File: config.mk
export PLATFORM = sky130hd
export DESIGN_NAME = eight_ten_rx
export DESIGN_NICKNAME = d
export VERILOG_FILES = /design/src/rtl/eight_ten_pkg.sv /design/src/rtl/eight_ten_rx_sync.sv /design/src/rtl/eight_ten_rx.sv
export SDC_FILE = /design/constraint.sdc
export NUM_CORES = 1
export LEC_CHECK = 0
export ABC_AREA = 1
export BUFFER_PORTS_ARGS = -buffer_cell sky130_fd_sc_hd__buf_4
export CAP_MARGIN = 20
export CORE_ASPECT_RATIO = 1.5
export CORE_UTILIZATION = 30
export CTS_CLUSTER_SIZE = 8
export DETAILED_ROUTE_END_ITERATION = 8
export PLACE_DENSITY = 0.57
export SKIP_LAST_GASP = 1
export SLEW_MARGIN = 20
export SYNTH_ARGS = -nofsm -noshare
export SYNTH_HDL_FRONTEND = slang
export SYNTH_SLANG_ARGS = --single-unit
File: constraint.sdc
create_clock -name clk -period 3.39 [get_ports clk]
set_input_delay 0.678 -clock clk [delete_from_list [all_inputs] [get_ports clk]]
set_output_delay 0.678 -clock clk [all_outputs]
set_load 0.05 [all_outputs]
File: src/rtl/eight_ten_pkg.sv
// eight_ten_pkg: shared constants and state encoding for the eight-ten UART pair.
`timescale 1ns/1ps
package eight_ten_pkg;
    localparam int          SYMBOL_W = 10;
    localparam logic [19:0] MIN_BAUD = 20'd15;
    typedef enum logic [1:0] {IDLE, START, DATA, STOP} state_e;
endpackage

File: src/rtl/eight_ten_rx_sync.sv
// rx_sync: two-flop synchroniser (resets to line-idle high) with falling-edge pulse.
`timescale 1ns/1ps
module rx_sync (
    input  logic clk,
    input  logic rst_n,
    input  logic rx_i,
    output logic rx_s_o,
    output logic fall_o
);
    logic [2:0] sync_q;
    always_ff @(posedge clk or negedge rst_n)
        if (!rst_n) sync_q <= '1;
        else        sync_q <= {sync_q[1:0], rx_i};
    assign rx_s_o = sync_q[1];
    assign fall_o = ~sync_q[1] & sync_q[2];
endmodule

File: src/rtl/eight_ten_rx.sv
// eight_ten_rx: UART receiver for 10-bit 8b/10b symbols, mid-bit sampled.
`timescale 1ns/1ps
module eight_ten_rx
    import eight_ten_pkg::*;
(
    input  logic                clk,
    input  logic                rst_n,
    input  logic                sel,
    input  logic [19:0]         baud,
    input  logic                rx,
    output logic [SYMBOL_W-1:0] dout,
    output logic                dout_valid,
    output logic                frame_err,
    output logic                busy
);
    state_e              state_q, state_d;
    logic [19:0]         cyc_q, cyc_d;
    logic [3:0]          bit_q, bit_d;
    logic [SYMBOL_W-1:0] shift_q, shift_d, dout_q, dout_d;
    logic                valid_q, valid_d, err_q, err_d;
    logic                rx_s, fall, half_hit, full_hit;

    rx_sync u_sync (.clk(clk), .rst_n(rst_n), .rx_i(rx), .rx_s_o(rx_s), .fall_o(fall));

    assign half_hit = cyc_q == (baud >> 1) - 20'd1;
    assign full_hit = cyc_q == baud - 20'd1;

    always_comb begin
        state_d = state_q;
        cyc_d   = (state_q == IDLE) ? '0 : cyc_q + 20'd1;
        bit_d   = bit_q;
        shift_d = shift_q;
        dout_d  = dout_q;
        valid_d = 1'b0;
        err_d   = 1'b0;
        if (state_q != IDLE && !sel) state_d = IDLE;
        else case (state_q)
            IDLE: if (sel && baud >= MIN_BAUD && fall) begin
                state_d = START;
                cyc_d   = '0;
            end
            START: if (half_hit) begin
                state_d = rx_s ? IDLE : DATA;
                cyc_d   = '0;
                bit_d   = '0;
            end
            DATA: if (full_hit) begin
                shift_d[bit_q] = rx_s;
                cyc_d   = '0;
                bit_d   = (bit_q == 4'(SYMBOL_W - 1)) ? '0 : bit_q + 4'd1;
                state_d = (bit_q == 4'(SYMBOL_W - 1)) ? STOP : DATA;
            end
            // Leave at mid-stop-bit so a back-to-back start edge is not missed.
            STOP: if (full_hit) begin
                state_d = IDLE;
                valid_d = rx_s;
                err_d   = ~rx_s;
                dout_d  = rx_s ? shift_q : dout_q;
            end
            default: state_d = IDLE;
        endcase
    end

    always_ff @(posedge clk or negedge rst_n)
        if (!rst_n) begin
            state_q <= IDLE;
            cyc_q   <= '0;
            bit_q   <= '0;
            shift_q <= '0;
            dout_q  <= '0;
            valid_q <= 1'b0;
            err_q   <= 1'b0;
        end else begin
            state_q <= state_d;
            cyc_q   <= cyc_d;
            bit_q   <= bit_d;
            shift_q <= shift_d;
            dout_q  <= dout_d;
            valid_q <= valid_d;
            err_q   <= err_d;
        end

    assign dout       = dout_q;
    assign dout_valid = valid_q;
    assign frame_err  = err_q;
    assign busy       = state_q != IDLE;
endmodule

After elaboration in Yosys (flattened, before gate mapping)
Cells that the tools add are included.
{"block": "op_classes", "addsub": 4, "order_cmp": 3, "eq_ne": 12, "mux": 27, "bitwise_logic": 3, "reduce_logical": 12}
{"operator": "2-to-1 mux 20 bit", "count": 5}
{"operator": "case mux 20 bit (3 select lines)", "count": 1}
{"operator": "equality test 20 bit", "count": 2}
{"operator": "adder 20 x 1 -> 20 bit, second input constant", "count": 1}
{"operator": "greater-or-equal comparator 20 x 4 -> 1 bit, second input constant", "count": 1}
{"operator": "subtractor 19 x 1 -> 20 bit, second input constant", "count": 1}
{"operator": "subtractor 20 x 1 -> 20 bit, second input constant", "count": 1}
{"operator": "2-to-1 mux 2 bit", "count": 6}
{"operator": "2-to-1 mux 4 bit", "count": 3}
{"operator": "AND reduction 4 bit", "count": 3}
{"operator": "bitwise mux 10 bit", "count": 1}
{"operator": "!= test 3 bit, second input constant", "count": 3}
{"operator": "2-to-1 mux 1 bit", "count": 8}
{"operator": "case mux 2 bit (4 select lines)", "count": 1}
{"operator": "case mux 4 bit (2 select lines)", "count": 1}
{"operator": "less-than comparator 4 x 5 -> 1 bit, second input constant", "count": 1}
{"operator": "adder 4 x 1 -> 4 bit, second input constant", "count": 1}
{"operator": "demux 1 bit (select 4 bit)", "count": 1}
{"operator": "equality test 2 bit, second input constant", "count": 2}
{"operator": "equality test 4 bit, second input constant", "count": 1}
{"operator": "greater-or-equal comparator 4 x 1 -> 1 bit, second input constant", "count": 1}
{"operator": "logical AND 1 bit", "count": 4}
{"operator": "!= test 2 bit, second input constant", "count": 2}
{"operator": "nonzero test 2 bit", "count": 2}
{"operator": "other kinds (7)", "count": 8}
{"block": "totals", "regBits": 51, "in_bits": 24, "output_inout_bits": 13}

Depth between registers and ports, before layout
{"block": "depth", "depth_word": 6, "mapped_depth": 19}

By module
A second synthesis with hierarchy kept.
{"block": "unflattened", "hier_cells": 676, "hier_area_um2": 4329.2}
{"mod": "eight_ten_rx", "n_inst": 1, "cells_each": 671, "area_per_inst_um2": 4240.3}
{"mod": "rx_sync", "n_inst": 1, "cells_each": 5, "area_per_inst_um2": 88.8}

Least setup slack after synthesis
OpenSTA, ideal clock, no wires.
{"block": "synth_timing", "kind": "input-to-reg", "startpoint": "in baud[1]", "endpoint": "reg dout_q[0], in the netlist dout[0]", "setup_ns": 0.118, "arrival_ns": 2.474, "setup_slack_ns": 0.798, "stages": 18, "path_buffers": 1, "cell_sequence": "inv_1 -> ha_1 -> nand2_1 -> nor2_2 -> nand2_1 -> nand2_1 -> nand2_1 -> nand2_1 -> nand2_1 -> nor2_1 -> nand2_1 -> nor2_2 -> nand3_2 -> nor2_4 -> nand2_2 -> buf_6 -> nand2_1 -> nand2_1"}
{"block": "synth_via", "elab_chain_len": 3}
{"item": "from (decl)", "line": "eight_ten_rx.sv:9", "text": "input logic [19:0] baud,"}
{"item": "subtractor 20 x 1 -> 20 bit", "line": "eight_ten_rx.sv:26", "text": "assign full_hit = cyc_q == baud - 20'd1;"}
{"item": "equality test 20 bit", "line": "eight_ten_rx.sv:26"}
{"item": "AND reduction 4 bit (no source line)"}
{"item": "to (signal assigned)", "line": "eight_ten_rx.sv:78", "text": "dout_q <= dout_d;"}
{"item": "to (decl)", "line": "eight_ten_rx.sv:19", "text": "logic [SYMBOL_W-1:0] shift_q, shift_d, dout_q, dout_d;"}
No other way between the ends.
A chain may end at the register's enable or synchronous reset.

Final worst setup path
{"block": "layout_timing", "startpoint": "in baud[1]", "endpoint": "reg shift_q[3]"}
{"block": "layout_via", "elab_chain_len": 3}
{"item": "subtractor 20 x 1 -> 20 bit", "line": "eight_ten_rx.sv:26"}
{"item": "equality test 20 bit", "line": "eight_ten_rx.sv:26"}
{"item": "AND reduction 3 bit (no source line)"}
{"item": "to (signal assigned)", "line": "eight_ten_rx.sv:77", "text": "shift_q <= shift_d;"}
{"item": "to (decl)", "line": "eight_ten_rx.sv:19"}
No other way between the ends.

==> results.py <==
metrics = {
    "run_status": {
        "status": "completed",
    },
    "cts": {
        "cts_buffers": 5,
        "cts_resized": 0,
        "post_cts_buffers": 0,
        "cts.clk_slew.worst_paths_ps": 70,
        "htree_levels": 2,
        "cts_tree": "yes",
        "cts_sinks": 51,
        "max-clock-path-buffers": 2,
        "root_buffer": "clkbuf_16",
        "hold_buffers": 0,
        "clk-insertion-delay-late_ps": 290,
    },
    "synth": {
        "synth_edf_count": 0,
        "mappedNetlistNets": 701,
        "synth_seq_cells": 51,
        "netlist_instances": 667,
        "yosys.area.top_type": "dfrtp_1",
        "synth_commonest_cells": "238 x nand2_1, 87 x nor2_1, 69 x inv_1",
        "synth.area.top_cells": "dfrtp_1 28%, nand2_1 21%, nor2_1 7.6%",
        "synth_cell_type_count": 42,
        "yosysMostFrequentCell": "nand2_1",
        "avgSynthCellArea_um2": 6.45,
        "synth_top_area_share_pct": 27.9,
        "ys_warn_count": 0,
        "mappedNetlistArea_um2": 4300,
        "synth.yosys.seq_area_share_pct": 29.7,
        "ys_async_sr_fraction_pct": 100,
        "synth_ff_type": "dfrtp_1",
    },
    "timing": {
        "fin_crit_ps": 2790,
        "tightest_slew_ps": 827,
        "slew_violations": 0,
        "max_freq_mhz": 358,
        "hold_violations": 0,
        "fin_skew_ps": 7.02,
        "period_share_pct": 82.3,
        "setup-tns-final_ps": 0,
        "slew_headroom_pct": 44.9,
        "rsz0062_at_grt": "no",
        "whs_ps": 357,
        "setup_violations": 0,
        "final.setup.worst_slack_ps": 599,
    },
    "detailed_routing": {
        "wl_met1_um": 4540,
        "vias": 4071,
        "detail_route.first_pass.iterations": 5,
        "drt-wirelength-per-cell_um": 13.0,
        "met2_length_um": 6150,
        "drt_iter0_drc": 127,
        "vias_per_cell": 4.57,
        "route.detailed.drc": 0,
        "routed_wirelength_um": 11500,
        "ant_nets": 0,
        "highest_layer": "met4",
        "wl_met3_um": 315,
    },
    "grt": {
        "track_usage_pct": 16.4,
        "grt_max_degree": 52,
        "first_global_vias": 3944,
        "grt_pass1_wl_um": 19000,
        "antenna_found_initial": 0,
        "grt_overflow": 0,
    },
    "hold_path": {
        "hold_path_depth": 0,
        "min_path_type": "flop to flop",
    },
    "placed_design": {
        "hpwlAfterDp_um": 9420,
        "io_buffers": 36,
        "placed_cells": 883,
        "place_ws_ps": 295,
        "gp_congestion": 0.932,
        "place_area_um2": 4770,
    },
    "floorplan": {
        "coreArea_um2": 14000,
        "start_util_pct": 30.8,
        "die_h_um": 149,
        "die_w_um": 99.8,
        "ios": 37,
        "rows": 53,
        "die_area_um2": 14800,
    },
    "power": {
        "peakVddDrop_mv": 0.333,
        "p_leak_nw": 2.41,
        "p_total_mw": 1.78,
        "power.density_nw_per_um2": 361,
    },
    "finish": {
        "layoutNonFillerInstCount": 891,
        "final_area_um2": 4920,
        "nNetsFinal": 732,
        "syn2layout_area_growth_pct": 14.4,
        "fin_util_pct": 35.2,
        "drive_gt1_share_pct": 13.2,
        "diodes": 0,
    },
    "critical_path": {
        "max_stage_delay_ps": 260,
        "path_delay_family": "simple AND/OR/NAND/NOR gates",
        "crit_chain": "buf_4 > inv_1 > ha_1 > nand2_1 > nor2_2 > nand2_1 > nand2_1 > nand2_1 > nand2_1 > nand2_1 > nor2_1 > nand2_1 > nor2_2 > nand3_2 > nor2_4 > buf_4 > nand3_1 > nand2_1 > nand2_1",
        "cp_data_required_time_ps": 3580,
        "path_class": "input pin to flop",
        "crit_path_top_delay_cell": "nor2_2",
        "path_max_fanout": 18,
        "crit_arrival_ps": 2980,
        "critPathBufInv": 3,
        "crit_cells": 19,
        "cp-end-kind": "flop",
        "start_kind": "input pin",
        "r2r_cells": 14,
        "cp_common_cell": "nand2_1",
    },
    "job": {
        "drv_cap": 0,
    },
}
-- cell families (layout without fill, tap and decap cells) --
logic type      Yosys count  after routing  synth area share, %
xor+xnor                 38             38                 7.73
buf+inv                  91            123                 8.60
simple gates            450            450                 47.4
flops                    51             51                 29.7
fa+ha+maj                10             10                 2.91
compound gates           27             27                 3.60
-- registers in the layout, indices dropped and copies added (netlist names) --
register       cells
cyc_q             20
u_sync.sync_q      3
dout              10
bit_q              4
state_q            2
dout_valid         1
shift_q           10
frame_err          1
-- cell type report --
| class | count | area (um2) |
|---|---|---|
| repair buffers | 40 | 313 |
| flip-flops and latches | 51 | 1280 |
| inverters | 75 | 282 |
| well taps | 192 | 240 |
| clock inverters | 3 | 28.8 |
| clock buffers | 5 | 125 |
| fillers | 1541 | 9070 |
| multi-input cells | 525 | 2650 |
-- power by group --
part / total [mW] / internal (mW) / switching (mW)
registers: 0.679 / 0.638 / 0.0404
clock network: 0.513 / 0.281 / 0.232
logic: 0.584 / 0.203 / 0.381
-- layer usage --
metal,global-route usage (%),vias up
met2,31.4,65
met4,8.46,0
met1,17.2,1821
met3,1.97,31
li1,-,2154
met5,0,-
-- worst paths after layout --
kind                                   from  slack, ps                to
max in group asynchronous             rst_n       2540          cyc_q[0]
hold reg to reg            u_sync.sync_q[0]        360  u_sync.sync_q[1]
hold / removal             u_sync.sync_q[0]        360  u_sync.sync_q[1]
min in group asynchronous             rst_n        410           dout[2]
setup / recovery                    baud[1]        600        shift_q[3]
setup reg to reg                   cyc_q[0]       1060         cyc_q[18]
-- cells in the final DEF (no fill, tap or decap), drive strengths merged, types with 2 or more instances in the layout --
| cell type | instances |
|---|---|
| nand2 | 243 |
| nor2 | 108 |
| inv | 75 |
| nand3 | 60 |
| dfrtp | 48 |
| buf | 40 |
| xor2 | 25 |
| nand4 | 21 |
| o21ai | 16 |
| xnor2 | 13 |
| ha | 10 |
| nand3b | 6 |
| clkbuf | 5 |
| or2 | 4 |
| a21oi | 3 |
| o21bai | 3 |
| dfstp | 3 |
| nor3 | 3 |
| clkinv | 3 |
| a31oi | 2 |
| nor4 | 2 |
Note: power is estimated with default switching activity, not from simulation.
